### config.mk
export PLATFORM = sky130hd
export DESIGN_NAME = nco_phase_gen
export DESIGN_NICKNAME = d
export VERILOG_FILES = /design/src/rtl/rf_frontend_pkg.sv /design/src/rtl/nco_lfsr.sv /design/src/rtl/nco_phase_gen.sv
export SDC_FILE = /design/constraint.sdc
export NUM_CORES = 1
export LEC_CHECK = 0
export ABC_AREA = 1
export ABC_CLOCK_PERIOD_IN_PS = 3500
export CAP_MARGIN = 5
export CORE_ASPECT_RATIO = 0.8
export CORE_MARGIN = 2
export CORE_UTILIZATION = 53
export CTS_BUF_LIST = sky130_fd_sc_hd__clkbuf_4
export DETAILED_ROUTE_END_ITERATION = 8
export GPL_ROUTABILITY_DRIVEN = 0
export PLACE_DENSITY = 0.78
export SETUP_SLACK_MARGIN = 0.02
export SYNTH_ARGS = -nofsm -noshare
export SYNTH_HDL_FRONTEND = slang
export SYNTH_HIERARCHICAL = 1
export SYNTH_SLANG_ARGS = --single-unit
### constraint.sdc
create_clock -name clk_i -period 3.5 [get_ports clk_i]
set_input_delay 0.7 -clock clk_i [delete_from_list [all_inputs] [get_ports clk_i]]
set_output_delay 0.7 -clock clk_i [all_outputs]
set_load 0.005 [all_outputs]
### src/rtl/rf_frontend_pkg.sv
// Shared definitions for the RF front end: NCO width defaults, NCO state
// encoding and maximal-length LFSR tap masks.
package rf_frontend_pkg;

    localparam int unsigned ACC_WIDTH_DEF   = 32;
    localparam int unsigned ANGLE_WIDTH_DEF = 16;

    typedef enum logic [1:0] {
        StIdle,
        StActive,
        StDrain
    } nco_state_e;

    // Single tap at position n (taps numbered 1..width).
    function automatic logic [31:0] tap_bit(int unsigned n);
        return 32'h1 << (n - 1);
    endfunction

    // Fibonacci feedback masks giving maximal-length sequences for widths 2..32.
    function automatic logic [31:0] lfsr_taps(int unsigned width);
        case (width)
            2:  return tap_bit(2)  | tap_bit(1);
            3:  return tap_bit(3)  | tap_bit(2);
            4:  return tap_bit(4)  | tap_bit(3);
            5:  return tap_bit(5)  | tap_bit(3);
            6:  return tap_bit(6)  | tap_bit(5);
            7:  return tap_bit(7)  | tap_bit(6);
            8:  return tap_bit(8)  | tap_bit(6)  | tap_bit(5) | tap_bit(4);
            9:  return tap_bit(9)  | tap_bit(5);
            10: return tap_bit(10) | tap_bit(7);
            11: return tap_bit(11) | tap_bit(9);
            12: return tap_bit(12) | tap_bit(6)  | tap_bit(4) | tap_bit(1);
            13: return tap_bit(13) | tap_bit(4)  | tap_bit(3) | tap_bit(1);
            14: return tap_bit(14) | tap_bit(5)  | tap_bit(3) | tap_bit(1);
            15: return tap_bit(15) | tap_bit(14);
            16: return tap_bit(16) | tap_bit(15) | tap_bit(13) | tap_bit(4);
            17: return tap_bit(17) | tap_bit(14);
            18: return tap_bit(18) | tap_bit(11);
            19: return tap_bit(19) | tap_bit(6)  | tap_bit(2) | tap_bit(1);
            20: return tap_bit(20) | tap_bit(17);
            21: return tap_bit(21) | tap_bit(19);
            22: return tap_bit(22) | tap_bit(21);
            23: return tap_bit(23) | tap_bit(18);
            24: return tap_bit(24) | tap_bit(23) | tap_bit(22) | tap_bit(17);
            25: return tap_bit(25) | tap_bit(22);
            26: return tap_bit(26) | tap_bit(6)  | tap_bit(2) | tap_bit(1);
            27: return tap_bit(27) | tap_bit(5)  | tap_bit(2) | tap_bit(1);
            28: return tap_bit(28) | tap_bit(25);
            29: return tap_bit(29) | tap_bit(27);
            30: return tap_bit(30) | tap_bit(6)  | tap_bit(4) | tap_bit(1);
            31: return tap_bit(31) | tap_bit(28);
            32: return tap_bit(32) | tap_bit(22) | tap_bit(2) | tap_bit(1);
            default: return 32'h0;
        endcase
    endfunction

endpackage

### src/rtl/nco_lfsr.sv
// Maximal-length Fibonacci LFSR used as phase dither source.
// Seeds to all-ones on reset and steps once per cycle with en_i high.
module nco_lfsr
    import rf_frontend_pkg::*;
#(
    parameter int unsigned WIDTH = 16
) (
    input  logic             clk_i,
    input  logic             rst_i,
    input  logic             en_i,
    output logic [WIDTH-1:0] lfsr_o
);

    localparam logic [31:0]      TapsFull = lfsr_taps(WIDTH);
    localparam logic [WIDTH-1:0] Taps     = TapsFull[WIDTH-1:0];

    logic [WIDTH-1:0] lfsr_q, lfsr_d;

    // Shift left, feeding the XOR of the tapped bits into bit 0.
    always_comb begin
        lfsr_d = lfsr_q;
        if (en_i) begin
            lfsr_d = {lfsr_q[WIDTH-2:0], ^(lfsr_q & Taps)};
        end
    end

    // State register with synchronous all-ones seed.
    always_ff @(posedge clk_i) begin
        if (rst_i) begin
            lfsr_q <= '1;
        end else begin
            lfsr_q <= lfsr_d;
        end
    end

    assign lfsr_o = lfsr_q;

endmodule

### src/rtl/nco_phase_gen.sv
// Phase-accumulator NCO front end producing the CORDIC angle stream over a
// valid/ready handshake. FTW updates are double-buffered and applied only at
// sample boundaries. Optional build macro PHASE_DITHER_EN adds LFSR dither
// below the truncation point (angle only; the accumulator is never dithered).
module nco_phase_gen
    import rf_frontend_pkg::*;
#(
    parameter int unsigned ACC_WIDTH   = ACC_WIDTH_DEF,
    parameter int unsigned ANGLE_WIDTH = ANGLE_WIDTH_DEF
) (
    input  logic                   clk_i,
    input  logic                   rst_i,
    input  logic                   run_i,
    input  logic [ACC_WIDTH-1:0]   ftw_i,
    input  logic                   ftw_load_i,
    input  logic [ANGLE_WIDTH-1:0] phase_offset_i,
    input  logic                   sync_clr_i,
    output logic [ANGLE_WIDTH-1:0] angle_o,
    output logic                   angle_valid_o,
    input  logic                   angle_ready_i,
    output logic                   ftw_pending_o,
    output logic                   wrap_o
);

    localparam int unsigned Shift = ACC_WIDTH - ANGLE_WIDTH;

    nco_state_e             state_q, state_d;
    logic [ACC_WIDTH-1:0]   acc_q, acc_d;
    logic [ACC_WIDTH-1:0]   ftw_act_q, ftw_act_d;
    logic [ACC_WIDTH-1:0]   ftw_shd_q, ftw_shd_d;
    logic                   ftw_pending_q, ftw_pending_d;
    logic [ANGLE_WIDTH-1:0] angle_q, angle_d;
    logic                   angle_valid_q, angle_valid_d;
    logic                   wrap_q, wrap_d;

    logic                   xfer;
    logic                   ftw_copy;
    logic [ACC_WIDTH:0]     sum_full;
    logic [ACC_WIDTH-1:0]   angle_src;
    logic [ANGLE_WIDTH-1:0] new_angle;

    assign xfer     = angle_valid_q && angle_ready_i;
    assign sum_full = {1'b0, acc_q} + {1'b0, ftw_act_q};
    // Shadow FTW is applied at a sample boundary, or at once while idle.
    assign ftw_copy = ftw_pending_q && ((state_q == StIdle) || xfer);

`ifdef PHASE_DITHER_EN
    localparam int unsigned DitherWidth = ACC_WIDTH - ANGLE_WIDTH;
    if (DitherWidth >= 2) begin : g_dither
        logic [DitherWidth-1:0] lfsr;
        nco_lfsr #(
            .WIDTH(DitherWidth)
        ) u_lfsr (
            .clk_i  (clk_i),
            .rst_i  (rst_i),
            .en_i   (xfer),
            .lfsr_o (lfsr)
        );
        assign angle_src = acc_d + {{ANGLE_WIDTH{1'b0}}, lfsr};
    end else begin : g_no_dither
        assign angle_src = acc_d;
    end
`else
    assign angle_src = acc_d;
`endif

    // Angle candidate: truncated post-update accumulator plus offset.
    assign new_angle = ANGLE_WIDTH'(angle_src >> Shift) + phase_offset_i;

    // Accumulator, FTW double-buffer and wrap detection.
    always_comb begin
        acc_d = acc_q;
        if (xfer) begin
            acc_d = sum_full[ACC_WIDTH-1:0];
        end
        if (sync_clr_i) begin
            acc_d = '0;
        end
        wrap_d        = xfer && sum_full[ACC_WIDTH] && !sync_clr_i;
        ftw_act_d     = ftw_copy ? ftw_shd_q : ftw_act_q;
        ftw_shd_d     = ftw_load_i ? ftw_i : ftw_shd_q;
        // A load in the copy cycle wins, so the new word stays pending.
        ftw_pending_d = ftw_load_i || (ftw_pending_q && !ftw_copy);
    end

    // Handshake state machine and angle register.
    always_comb begin
        state_d = state_q;
        angle_d = angle_q;
        unique case (state_q)
            StIdle: begin
                if (run_i) begin
                    angle_d = new_angle;
                    state_d = StActive;
                end
            end
            StActive: begin
                if (xfer) begin
                    if (run_i) begin
                        angle_d = new_angle;
                    end else begin
                        state_d = StIdle;
                    end
                end else if (!run_i) begin
                    state_d = StDrain;
                end
            end
            StDrain: begin
                if (xfer) begin
                    state_d = StIdle;
                end
            end
            default: state_d = StIdle;
        endcase
        angle_valid_d = (state_d != StIdle);
    end

    // All state registers with synchronous reset.
    always_ff @(posedge clk_i) begin
        if (rst_i) begin
            state_q       <= StIdle;
            acc_q         <= '0;
            ftw_act_q     <= '0;
            ftw_shd_q     <= '0;
            ftw_pending_q <= 1'b0;
            angle_q       <= '0;
            angle_valid_q <= 1'b0;
            wrap_q        <= 1'b0;
        end else begin
            state_q       <= state_d;
            acc_q         <= acc_d;
            ftw_act_q     <= ftw_act_d;
            ftw_shd_q     <= ftw_shd_d;
            ftw_pending_q <= ftw_pending_d;
            angle_q       <= angle_d;
            angle_valid_q <= angle_valid_d;
            wrap_q        <= wrap_d;
        end
    end

    assign angle_o       = angle_q;
    assign angle_valid_o = angle_valid_q;
    assign ftw_pending_o = ftw_pending_q;
    assign wrap_o        = wrap_q;

endmodule

### Word-level counts from Yosys, hierarchy flattened

Index checks and enable logic that the tools add are counted.

| storage, ports and cells | value |
|---|---|
| register bits | 117 |
| bits of input ports | 54 |
| output and inout port bits | 19 |
| word-level logic and storage cells | 39 |

| operators by class | value |
|---|---|
| $add $sub $neg | 2 |
| eq/ne operators | 3 |
| mux-type cells | 11 |
| reductions and logical operators | 14 |

Operators with widths:

| cell | number |
|---|---|
| 32-bit 2-to-1 mux | 2 |
| 32-bit by 32-bit adder with 33-bit output | 1 |
| 16-bit 2-to-1 mux | 2 |
| 16-bit case mux with 2 select lines | 1 |
| 16-bit adder | 1 |
| 2-bit 2-to-1 mux | 5 |
| 2-bit case mux with 3 select lines | 1 |
| 1-bit logical AND | 5 |
| 2-bit nonzero test | 2 |
| 2-bit by 1-bit equality test with 1-bit output (second input constant) | 1 |
| 2-bit equality test (second input constant) | 1 |
| 1-bit logical NOT | 2 |
| 2-bit logical NOT | 1 |
| 1-bit logical OR | 2 |
| 2-bit != test (second input constant) | 1 |
| 2-bit AND reduction | 1 |
| 2-bit OR reduction | 1 |

### Depth between registers and ports, before layout

| logic depth | value |
|---|---|
| depth after elaboration | 7 |
| gate-level depth with buffers | 27 |
| gate-level depth less buffers | 27 |

### Worst setup path before layout

OpenSTA, ideal clock, no wires.

| timing | value |
|---|---|
| kind | register to register |
| start point | register acc_q[0] |
| end point | register angle_q[12] (netlist: angle_o[12]) |
| setup time | 0.109 ns |
| arrival time | 3.279 ns |
| required time | 3.391 ns |
| path slack | 0.112 ns |
| stages on the path, launching flop included | 28 |
| path buffers | 0 |
| period minus slack after synthesis | 3.388 ns |
| path through | dfxtp_1 > ha_1 > inv_1 > fa_1 > o21ai_2 > a21oi_2 > o21ai_2 > nand2_1 > nand2_1 > a21oi_1 > o21ai_0 > nand2_1 > inv_1 > ha_1 > inv_1 > fa_1 > inv_1 > nand3_1 > nand2_1 > a21oi_2 > o21ai_1 > a21boi_2 > o21ai_1 > nand2_1 > inv_1 > o21ai_0 > nand2_1 > inv_1 |

| on the way | value |
|---|---|
| word-level cells in the longest chain between the ends | 7 |

RTL lines:

| item | RTL line | text |
|---|---|---|
| start: declaration | nco_phase_gen.sv:28 | `logic [ACC_WIDTH-1:0] acc_q, acc_d;` |
| start signal: assignment | nco_phase_gen.sv:122 | `acc_q <= '0;` |
| start signal: assignment | nco_phase_gen.sv:131 | `acc_q <= acc_d;` |
| 32-bit by 32-bit adder with 33-bit output (*) | nco_phase_gen.sv:43 | `assign sum_full = {1'b0, acc_q} + {1'b0, ftw_act_q};` |
| 32-bit 2-to-1 mux (*) | nco_phase_gen.sv:73 | `if (xfer) begin` |
| 32-bit 2-to-1 mux (*) | nco_phase_gen.sv:76 | `if (sync_clr_i) begin` |
| net acc_d[16] | nco_phase_gen.sv:28 |  |
| 16-bit adder (*) | nco_phase_gen.sv:68 | `assign new_angle = ANGLE_WIDTH'(angle_src >> Shift) + phase_offset_i;` |
| 16-bit 2-to-1 mux (*) | nco_phase_gen.sv:92, nco_phase_gen.sv:99 |  |
| 16-bit 2-to-1 mux | nco_phase_gen.sv:98 | `if (xfer) begin` |
| 16-bit case mux with 2 select lines (*) | nco_phase_gen.sv:90 | `unique case (state_q)` |
| end signal: assignment | nco_phase_gen.sv:135 | `angle_q <= angle_d;` |
| end: declaration | nco_phase_gen.sv:32 | `logic [ANGLE_WIDTH-1:0] angle_q, angle_d;` |

Mark *: on every way through the listed nets, which the timed path passes. The rest lies on a longest branch. The select of a mux whose other input is x is not followed.
A chain may end at the register's enable or synchronous reset.

### Worst setup path in the final report

| timing | value |
|---|---|
| start point | register ftw_act_q[0] |
| end point | register angle_q[10] (netlist: angle_o[10]) |

| on the way | value |
|---|---|
| word-level cells in the longest chain between the ends | 7 |

RTL lines:

| item | RTL line | text |
|---|---|---|
| start: declaration | nco_phase_gen.sv:29 | `logic [ACC_WIDTH-1:0] ftw_act_q, ftw_act_d;` |
| start signal: assignment | nco_phase_gen.sv:132 | `ftw_act_q <= ftw_act_d;` |
| 32-bit by 32-bit adder with 33-bit output (*) | nco_phase_gen.sv:43 |  |
| 32-bit 2-to-1 mux (*) | nco_phase_gen.sv:73 |  |
| 32-bit 2-to-1 mux (*) | nco_phase_gen.sv:76 |  |
| net acc_d[16] | nco_phase_gen.sv:28 |  |
| 16-bit adder (*) | nco_phase_gen.sv:68 |  |
| 16-bit 2-to-1 mux (*) | nco_phase_gen.sv:92, nco_phase_gen.sv:99 |  |
| 16-bit 2-to-1 mux | nco_phase_gen.sv:98 |  |
| 16-bit case mux with 2 select lines (*) | nco_phase_gen.sv:90 |  |

Marks and branches as above.

==> impl_metrics.csv <==
group,metric,value,unit
critical_path,crit_fanout,3,
synth,synth-seq-cells,117,
cells_and_area,final_util,67.81,%
synth,synth_edf_count,0,
global_route,grt_use_total,25.60,%
cells_and_area,nets,1203,
critical_path,path_common_cell,"inv_2",
timing,worst_pin_slew,1.228,ns
worst_hold_path,holdCritPathClass,"flip-flop to flip-flop",
critical_path,path_class,"flip-flop to flip-flop",
run_status,outcome,"finished with violations",
global_route,antenna_found_initial,0,
cells_and_area,area_growth,26.10,%
timing,skew,0.02786,ns
timing,finalCriticalPeriod,3.568,ns
timing,slew_headroom,17.82,%
critical_path,startpoint_type,"flip-flop",
critical_path,cp-end-kind,"flip-flop",
drt,vias,6771,
global_route,grt_pass1_wl,28.05,mm
synth,postSynthCellCount,1005,
timing,setup_violations,2,
timing,slew_violations,0,
critical_path,cp.required,3.93,ns
timing,hold_violations,0,
synth,syn_avg_cell_area,6.813,um^2
timing,worst_slack,-0.06810,ns
cts,clk_pin_slew_worst_paths,0.12,ns
drt,wl_per_cell,13.66,um
timing,rsz0062_at_grt,"yes",
floorplanning,die_x,131.1,um
place,post-dp-hpwl,12.62,mm
synth,async_flop_share,0,%
critical_path,cp_slowest_cell,"fa_2",
synth,syn_area,6847,um^2
global_route,grt_pass1_vias,5981,
place,numPortBuffers,72,
critical_path,max_stage_delay,0.41,ns
synth,yosys_warnings,6,
drt,drcViolationCount,0,
floorplanning,ioPinCount,73,
run_status,violations,"setup timing",
drt,dr.pass1.iters,6,
place,dp_cells,1246,
timing,fmax,280.3,MHz
floorplanning,die_h,105.7,um
synth,synth_ff_type,"dfxtp_1",
drt,antenna_left,0,
floorplanning,fp.dieArea,13850,um^2
cells_and_area,drive_gt1_share,16.80,%
cts,clock_sinks,117,
cts,root_buffer,"clkbuf_4",
timing,final.period_utilization,101.9,%
floorplanning,fp-row-count,37,
critical_path,crit_arrival,4.00,ns
drt,routed_wl,17.60,mm
cts,clkLatencyLatePin,0.54,ns
drt,drt-initial-drc-count,598,
cts,ctsHoldBuffers,0,
cts,cts_tree,"done",
global_route,grt_max_degree,72,
synth,synth.distinct_cells,46,
floorplanning,core,12730,um^2
timing,fin_tns_setup,-0.1186,ns
place,pre_cts_ws,-0.1398,ns
cts,htree_levels,4,
pwr,power_density,377.7,nW/um^2
synth,synthesis.nets,1108,
pwr,vdd_ir_drop_max,0.0002992,V
floorplanning,initial_utilization,53.78,%
synth,ys_seq_area_share,34.21,%
cts,clockBufferDepth,2,
job,drv_cap,0,
drt,viasPerCell,5.253,
pwr,cellLeakagePower,4.047,nW
cells_and_area,finalNonFillerCells,1289,
cts,cts_buffers,17,
global_route,overflow,0,
[metrics by stage]
stage	hold slack, ns	instance area (um^2)	power, mW
after floorplan	0.4574	6847	1.850
after global placement	0.4703	7875	2.065
after detailed placement	0.4774	7875	2.078
after CTS	0.4981	8247	3.210
after global routing	0.5334	8631	3.412
final	0.5034	8633	3.261
[layout make-up]
class / count / area (um^2)
fillers: 1063 / 4098
clock buffers: 17 / 127.6
diodes: 1 / 2.502
flip-flops and latches: 117 / 2346
repair buffers: 110 / 1026
well taps: 175 / 219.0
clock inverters: 15 / 200.2
inverters: 113 / 424.2
multi-input cells: 741 / 4288
[layer usage]
layer | part of all wire, % | GRT usage [%]
met2 | 42 | 36.27
met1 | 49 | 39.68
met4 | 1.5 | 7.067
met5 | 0 | 0
met3 | 7.9 | 4.061
[path summary, 6_finish.rpt]
path / slack [ns] / cells past startpoint / from / to
max: -0.07 / 25 / ftw_act_q[0] / angle_o[10]
min: 0.50 / 2 / ftw_act_q[14] / ftw_act_q[14]
max reg2reg: -0.07 / 25 / ftw_act_q[0] / angle_o[10]
min reg2reg: 0.50 / 2 / ftw_act_q[14] / ftw_act_q[14]
[where the power goes]
part / total (mW) / switching (mW) / leakage [nW] / internal [mW]
Combinational: 0.638 / 0.348 / 2.92 / 0.290
Clock: 1.14 / 0.572 / 0.167 / 0.571
Sequential: 1.48 / 0.0607 / 0.964 / 1.42
[worst max-delay path, delay by kind of cell (launching register included)]
family                     cells  cell delay [ns]
adders and majority gates      4             1.11
AOI/OAI and AO/OA              9             1.02
and+or+nand+nor                5             0.46
buffers and inverters          6             0.39
DFF                            1             0.37
xor gates and xnor gates       1             0.11
[sequential cells by signal, summed over array words and instances, names as in the netlist]
signal	count
wrap_o	1
acc_q	32
ftw_act_q	32
state_q	2
angle_o	16
angle_valid_o	1
ftw_pending_o	1
ftw_shd_q	32
[logic make-up after synthesis]
family / Yosys count / synth area share [%]
and+or+nand+nor: 447 / 26.79
AOI/OAI and AO/OA: 220 / 18.48
buffers and inverters: 147 / 8.151
DFF: 117 / 34.21
adders and majority gates: 49 / 9.174
xor gates and xnor gates: 25 / 3.198
[synth_stat cells, types with 5 or more instances]
cell type	number	area, um^2
ha_1	47	588.1
o21ai_0	106	530.5
dfxtp_1	117	2342
o21ai_2	5	43.79
nand2_1	138	518.0
inv_2	6	22.52
xnor2_1	8	70.07
o21ai_1	5	25.02
a21o_1	7	52.55
nand2_2	10	62.56
nand3_1	24	120.1
clkbuf_1	27	101.4
nor3_1	6	30.03
inv_1	107	401.6
a21oi_1	62	310.3
o21bai_1	9	67.56
nor2_1	249	934.7
xor2_1	17	148.9
o21a_1	5	37.54
[cell usage in the layout, fill, tap and decap left out, types with 17 or more instances in the layout]
cell type / instances
ha_1: 35
inv_1: 99
a21oi_1: 44
clkdlybuf4s50_1: 72
nand3_1: 19
nor2_1: 246
a21oi_2: 19
nand2_1: 124
xor2_1: 17
clkbuf_4: 17
nand2_2: 22
buf_4: 35
dfxtp_1: 114
o21ai_0: 97
[repair_timing]
action                                  in CTS  in global routing
buffers inserted                             2                  8
gates resized for setup                     10                 84
endpoints found under the setup margin       7                 11
pin swaps                                    6                 37
No activity file was read; power rests on OpenSTA's default activity.
